[src/rtl/proc_scheduler_pkg.sv]
// Shared definitions for the process scheduler: FSM states, page field layout
// and default table/time-slice sizes.
package proc_scheduler_pkg;

    typedef enum logic [2:0] {
        ST_IDLE    = 3'd0,
        ST_SELECT  = 3'd1,
        ST_RESTORE = 3'd2,
        ST_RUN     = 3'd3,
        ST_SAVE    = 3'd4
    } sched_state_e;

    localparam int PAGE_BASE_MSB = 31;
    localparam int PAGE_BASE_LSB = 16;
    localparam int PAGE_END_MSB  = 15;
    localparam int PAGE_END_LSB  = 0;

    localparam int DEFAULT_NPROC   = 8;
    localparam int DEFAULT_QUANTUM = 64;

    function automatic logic [15:0] page_base(input logic [31:0] page);
        return page[PAGE_BASE_MSB:PAGE_BASE_LSB];
    endfunction

    function automatic logic [15:0] page_end(input logic [31:0] page);
        return page[PAGE_END_MSB:PAGE_END_LSB];
    endfunction

endpackage

[src/rtl/proc_scheduler_rr_pick.sv]
// Combinational round-robin selector: first set bit of mask_i at or after
// start_i, wrapping at N.
module rr_pick #(
    parameter int N = 8,
    parameter int W = 3
) (
    input  logic [N-1:0] mask_i,
    input  logic [W-1:0] start_i,
    output logic [W-1:0] pid_o,
    output logic         found_o
);

    logic [W-1:0] idx;

    // Walk offsets from far to near so the closest hit is written last.
    always_comb begin
        pid_o   = '0;
        found_o = 1'b0;
        idx     = '0;
        for (int i = N - 1; i >= 0; i--) begin
            idx = W'((int'(start_i) + i) % N);
            if (mask_i[idx]) begin
                pid_o   = idx;
                found_o = 1'b1;
            end
        end
    end

endmodule

[src/rtl/proc_scheduler.sv]
// Process-table scheduler: allocates pages into slots and time-shares the CPU
// round-robin. Define SCHED_PREEMPT_EN for quantum preemption; default is cooperative.
module proc_scheduler
    import proc_scheduler_pkg::*;
#(
    parameter int  NPROC   = DEFAULT_NPROC,
    parameter int  QUANTUM = DEFAULT_QUANTUM,
    localparam int PID_W   = $clog2(NPROC)
) (
    input  logic             clk,
    input  logic             reset,
    input  logic             run_en_i,
    input  logic             page_wr_i,
    input  logic [31:0]      page_in_i,
    input  logic             proc_exit_i,
    input  logic             yield_i,
    input  logic             ctx_ack_i,
    input  logic             save_ack_i,
    input  logic [31:0]      cpu_pc_i,
    output logic             ctx_valid_o,
    output logic [PID_W-1:0] ctx_pid_o,
    output logic [31:0]      ctx_pc_o,
    output logic             save_req_o,
    output logic             running_o,
    output logic [PID_W:0]   proc_count_o,
    output logic             page_drop_o,
    output logic [15:0]      ctx_base_o,
    output logic [15:0]      ctx_limit_o,
    output logic [2:0]       state_o
);

    localparam int CW = PID_W + 1;

    sched_state_e     state_q, state_d;
    logic [PID_W-1:0] ctx_pid_q, ctx_pid_d;
    logic [NPROC-1:0] valid_q;
    logic [15:0]      base_q     [NPROC];
    logic [15:0]      limit_q    [NPROC];
    logic [31:0]      saved_pc_q [NPROC];
    logic             page_drop_q;
    logic [CW-1:0]    count;

    logic [PID_W-1:0] rr_start, sel_pid, free_pid;
    logic             sel_found, free_found;
    logic             exit_now, save_now, expired, active;

    assign rr_start = (ctx_pid_q == PID_W'(NPROC - 1)) ? '0 : ctx_pid_q + 1'b1;

    rr_pick #(.N(NPROC), .W(PID_W)) u_sel_pick (
        .mask_i (valid_q),
        .start_i(rr_start),
        .pid_o  (sel_pid),
        .found_o(sel_found)
    );

    rr_pick #(.N(NPROC), .W(PID_W)) u_free_pick (
        .mask_i (~valid_q),
        .start_i({PID_W{1'b0}}),
        .pid_o  (free_pid),
        .found_o(free_found)
    );

`ifdef SCHED_PREEMPT_EN
    localparam int QW = $clog2(QUANTUM);
    logic [QW-1:0] quant_q, quant_d;

    always_comb begin
        quant_d = quant_q;
        if (state_q == ST_RESTORE && ctx_ack_i) begin
            quant_d = QW'(QUANTUM - 1);
        end else if (state_q == ST_RUN && quant_q != '0) begin
            quant_d = quant_q - 1'b1;
        end
    end

    always_ff @(posedge clk or posedge reset) begin
        if (reset) quant_q <= '0;
        else       quant_q <= quant_d;
    end

    assign expired = (quant_q == '0);
`else
    // Cooperative build: QUANTUM is kept only so both builds share one interface.
    logic [31:0] quantum_unused;
    assign quantum_unused = 32'(QUANTUM);
    assign expired        = 1'b0;
`endif

    // Handshakes: ctx_valid_o holds ctx_pid_o/ctx_pc_o stable until ctx_ack_i;
    // save_req_o holds until save_ack_i, which qualifies cpu_pc_i that cycle.
    always_comb begin
        state_d   = state_q;
        ctx_pid_d = ctx_pid_q;
        exit_now  = 1'b0;
        save_now  = 1'b0;
        case (state_q)
            ST_IDLE: if (run_en_i && valid_q != '0) state_d = ST_SELECT;
            ST_SELECT: begin
                if (!run_en_i || !sel_found) begin
                    state_d = ST_IDLE;
                end else begin
                    ctx_pid_d = sel_pid;
                    state_d   = ST_RESTORE;
                end
            end
            ST_RESTORE: if (ctx_ack_i) state_d = ST_RUN;
            ST_RUN: begin
                if (proc_exit_i) begin
                    exit_now = 1'b1;
                    state_d  = ST_SELECT;
                end else if (yield_i || expired) begin
                    state_d = ST_SAVE;
                end
            end
            ST_SAVE: begin
                if (save_ack_i) begin
                    save_now = 1'b1;
                    state_d  = ST_SELECT;
                end
            end
            default: state_d = ST_IDLE;
        endcase
    end

    always_ff @(posedge clk or posedge reset) begin
        if (reset) begin
            state_q     <= ST_IDLE;
            ctx_pid_q   <= PID_W'(NPROC - 1);
            valid_q     <= '0;
            page_drop_q <= 1'b0;
        end else begin
            state_q     <= state_d;
            ctx_pid_q   <= ctx_pid_d;
            page_drop_q <= page_wr_i && !free_found;
            if (page_wr_i && free_found) valid_q[free_pid] <= 1'b1;
            // An exiting slot is still valid this cycle, so allocation never targets it.
            if (exit_now) valid_q[ctx_pid_q] <= 1'b0;
        end
    end

    always_ff @(posedge clk) begin
        if (page_wr_i && free_found) begin
            base_q[free_pid]     <= page_base(page_in_i);
            limit_q[free_pid]    <= page_end(page_in_i);
            saved_pc_q[free_pid] <= {16'h0000, page_base(page_in_i)};
        end
        if (save_now) saved_pc_q[ctx_pid_q] <= cpu_pc_i;
    end

    always_comb begin
        count = '0;
        for (int i = 0; i < NPROC; i++) count = count + CW'(valid_q[i]);
    end

    assign active       = (state_q == ST_RESTORE) || (state_q == ST_RUN) || (state_q == ST_SAVE);
    assign ctx_valid_o  = (state_q == ST_RESTORE);
    assign running_o    = (state_q == ST_RUN);
    assign save_req_o   = (state_q == ST_SAVE);
    assign ctx_pid_o    = active ? ctx_pid_q : '0;
    assign ctx_pc_o     = ctx_valid_o ? saved_pc_q[ctx_pid_q] : '0;
    assign ctx_base_o   = active ? base_q[ctx_pid_q] : '0;
    assign ctx_limit_o  = active ? limit_q[ctx_pid_q] : '0;
    assign proc_count_o = count;
    assign page_drop_o  = page_drop_q;
    assign state_o      = state_q;

endmodule

[config.mk]
export PLATFORM = sky130hd
export DESIGN_NAME = proc_scheduler
export DESIGN_NICKNAME = d
export VERILOG_FILES = /design/src/rtl/proc_scheduler_pkg.sv /design/src/rtl/proc_scheduler_rr_pick.sv /design/src/rtl/proc_scheduler.sv
export SDC_FILE = /design/constraint.sdc
export NUM_CORES = 1
export LEC_CHECK = 0
export CAP_MARGIN = 40
export CORE_ASPECT_RATIO = 0.5
export CORE_UTILIZATION = 50
export CTS_CLUSTER_SIZE = 24
export DETAILED_ROUTE_END_ITERATION = 6
export DONT_BUFFER_PORTS = 1
export PLACE_DENSITY = 0.72
export SLEW_MARGIN = 20
export SYNTH_ARGS = -nofsm -noshare
export SYNTH_HDL_FRONTEND = slang
export SYNTH_SLANG_ARGS = --single-unit
[constraint.sdc]
create_clock -name clk -period 9.7 [get_ports clk]
set_clock_uncertainty 0.1 [all_clocks]
set_input_delay 2.91 -clock clk [delete_from_list [all_inputs] [get_ports clk]]
set_output_delay 2.91 -clock clk [all_outputs]
set_load 0.05 [all_outputs]
==> flow_summary_export.csv <==
group,metric,value,unit
outcome,status,"complete, but fails checks",
outcome,violations,"DRC",
yosys,netlist_instances,1506,
finish,area_growth,12.7,%
detailed_routing,drc,12,
critical_path,critPathMaxStageDelay,810,ps
yosys,ys_types,58,
grt,grt_max_degree,120,
clock_tree,cts.clk_slew.worst_paths,70,ps
critical_path,cp_num_buf_inv,2,
clock_tree,cts_buffers,46,
grt,grt_pass1_wl,87800,um
place,numPortBuffers,0,
grt,grt_overflow_total,0,
run,drv_cap,0,
sta,period_share,71.4,%
critical_path,crit_top_cell,"fa_1",
floorplan,coreArea,43800,sq um
detailed_routing,ant_nets,0,
sta,slew_viol_final,0,
power_and_ir_drop,p_leak,8.65,nW
power_and_ir_drop,power_density,294,nW/um^2
floorplan,die_width,301,um
clock_tree,post-cts-setup-buffers,0,
yosys,synth-main-ff-cell,"edfxtp_1",
yosys,synth.avg_cell_area,14.9,sq um
clock_tree,htreeDepth,2,
min_path,hp-class,"reg -> reg",
sta,rsz0062_at_grt,"false",
detailed_routing,firstDrtPassIters,7,
floorplan,rows,54,
critical_path,cp-end-kind,"output port",
grt,antenna_found_initial,1,
sta,hold_viol_final,0,
sta,fmax,144,MHz
place,place.gp.congestion,0.797,
sta,period_minus_slack,6920,ps
finish,fillers,3266,
yosys,synth.ff_latch_count,527,
yosys,synth_edf_count,512,
floorplan,num_io_pins,150,
clock_tree,cts-hold-fix-buffers,0,
sta,setup_viol_count_final,0,
yosys,syn-num-nets,1589,
power_and_ir_drop,peakVddDrop,0.000233,V
clock_tree,clk_latency,580,ps
critical_path,arrival,3910,ps
grt,grt_pass1_vias,14359,
place,dp_hpwl,32100,um
critical_path,critical_path_class,"reg -> out",
critical_path,critPathMaxFanout,11,
clock_tree,clock_sinks,527,
grt,grtUsageTotal,25.9,%
detailed_routing,routed-via-count,14431,
critical_path,cp_top_family,"adder cells",
clock_tree,postCtsResizedCells,0,
critical_path,crit_path_top_delay_cell,"fa_1",
detailed_routing,via_per_inst,6.67,
clock_tree,root_buffer,"clkbuf_16",
critical_path,required,6690,ps
detailed_routing,drt_wl_total,59800,um
yosys,ys_warn_count,0,
sta,tns,0,ps
yosys,synth-seq-area-share,70.3,%
finish,layout.nets,1620,
floorplan,fp.dieH,152,um
finish,fin_util,57.6,%
finish,drive_above_1_share,19.9,%
yosys,syn_area,22400,sq um
clock_tree,cts_tree,"done",
floorplan,dieArea,45700,sq um
floorplan,start_util,51.1,%
clock_tree,clock_path_buffers,3,
yosys,synthArstFlopShare,2.85,%
detailed_routing,drtIter0Drc,1678,
critical_path,worstPathCellList,"fa_1 -> inv_1 -> fa_1 -> fa_1 -> inv_1 -> ha_1 -> fa_1",
sta,worst_pin_slew,857,ps
sta,slew_headroom,42.7,%
critical_path,cp-start-kind,"register",
detailed_routing,wl_per_cell,27.7,um
==> power breakdown <==
group / total [W] / internal [W] / switching (W)
combinational: 0.00266 / 0.000747 / 0.00192
clock: 0.00179 / 0.000973 / 0.000813
sequential: 0.00297 / 0.00282 / 0.000157
==> cell type report <==
class | instances | area [sq um] | area share, %
flip-flops and latches | 527 | 15800 | 62.4
clock inverters | 25 | 196 | 0.778
multi-input cells | 841 | 6400 | 25.4
clock buffers | 60 | 1250 | 4.97
inverters | 23 | 87.6 | 0.347
well taps | 588 | 736 | 2.91
diodes | 1 | 2.50 | 0.00991
repair buffers | 98 | 816 | 3.23
==> state kept, by name, indices dropped and copies added, names as in the netlist <==
register	flops
ctx_pid_q	3
page_drop_o	1
state_o	3
base_q	128
saved_pc_q	256
valid_q	8
limit_q	128
==> worst min-delay path, delay by kind of cell (launching register included) <==
kind            cells  cell delay (ps)
simple gates        1              140
compound gates      1               50
flops               1              470
==> path summary, 6_finish.rpt <==
kind | from | end | slack (ps) | cells after the start
max | valid_q[1] | proc_count_o[1] | 2780 | 7
min | valid_q[4] | valid_q[4] | 590 | 2
max reg2reg | ctx_pid_q[0] | ctx_pid_q[1] | 5030 | 11
min reg2reg | valid_q[4] | valid_q[4] | 590 | 2
max in group asynchronous | reset | state_o[2] | 6880 | 1
min in group asynchronous | reset | page_drop_o | 2200 | 1
==> placed cells by master (no fill, tap or decap), drive strengths merged, types with 5 or more instances in the layout <==
cell type / netlist / final
a21oi: 10 / 10
a221oi: 41 / 41
a22o: 40 / 40
a22oi: 179 / 179
a31oi: 42 / 42
a41oi: 24 / 24
and2: 18 / 18
and3: 117 / 117
buf: 23 / 98
clkbuf: 92 / 60
clkinv: 1 / 20
dfrtp: 12 / 12
edfxtp: 512 / 512
ha: 7 / 7
inv: 22 / 25
mux2: 99 / 99
mux2i: 20 / 20
nand2: 120 / 120
nand2b: 5 / 5
nand3: 7 / 7
nor2: 34 / 34
nor2b: 7 / 7
nor3: 7 / 7
o21ai: 20 / 20
==> per-layer routing <==
layer	up-vias	GRT usage, %	share of wire [%]
li1	6122	-	-
met1	7368	34.6	38
met2	835	43.2	49
met3	106	5.29	11
met5	-	0	0
met4	0	7.11	2.2
==> metrics by stage <==
stage	instances	setup slack (ps)	total power (W)	hold slack [ps]	area (sq um)
after detailed placement	2076	3370	0.00566	578	23800
after global routing	2162	2660	0.00768	623	25200
after global placement	2054	3060	0.00551	556	23500
after CTS	2161	2770	0.00742	590	25200
after floorplan	1506	3320	0.00480	495	22400
final	2163	2780	0.00742	595	25300
==> cells in the mapped netlist (all sizes together) (2+ instances only) <==
master | n | area share (%)
dfstp | 3 | 0.35
mux2i | 20 | 0.89
a221oi | 41 | 1.6
xor2 | 2 | 0.078
ha | 7 | 0.39
edfxtp | 512 | 69
nand3 | 7 | 0.16
clkbuf | 92 | 1.5
a22o | 40 | 1.6
nor2b | 7 | 0.20
buf | 23 | 0.49
dfrtp | 12 | 1.3
o21ai | 20 | 0.45
a21oi | 10 | 0.22
o211ai | 4 | 0.13
nand4 | 3 | 0.084
and3 | 117 | 3.3
a31oi | 42 | 1.2
inv | 22 | 0.37
nand2b | 5 | 0.14
fa | 4 | 0.36
a21o | 2 | 0.067
mux2 | 99 | 5.0
a41oi | 24 | 0.94
o22ai | 3 | 0.084
nand2 | 120 | 2.0
nor3 | 7 | 0.20
a2bb2oi | 2 | 0.078
a211oi | 2 | 0.089
nor2 | 34 | 0.57
mux4 | 3 | 0.30
a22oi | 179 | 6.0
and2 | 18 | 0.50
xnor2 | 2 | 0.078
==> logic make-up (layout without fill, tap and decap cells) <==
| kind of cell | count (synthesis) | count (layout) | share of synthesized area, % |
|---|---|---|---|
| DFF | 527 | 527 | 70.3 |
| AOI/OAI and AO/OA | 382 | 382 | 12.9 |
| and+or+nand+nor | 322 | 322 | 7.26 |
| buffers and inverters | 138 | 206 | 2.42 |
| muxes | 122 | 122 | 6.17 |
| adders and majority gates | 11 | 11 | 0.748 |
| xor gates and xnor gates | 4 | 4 | 0.156 |
| other | 0 | 1 | 0 |
(Power assumes the default switching activity.)
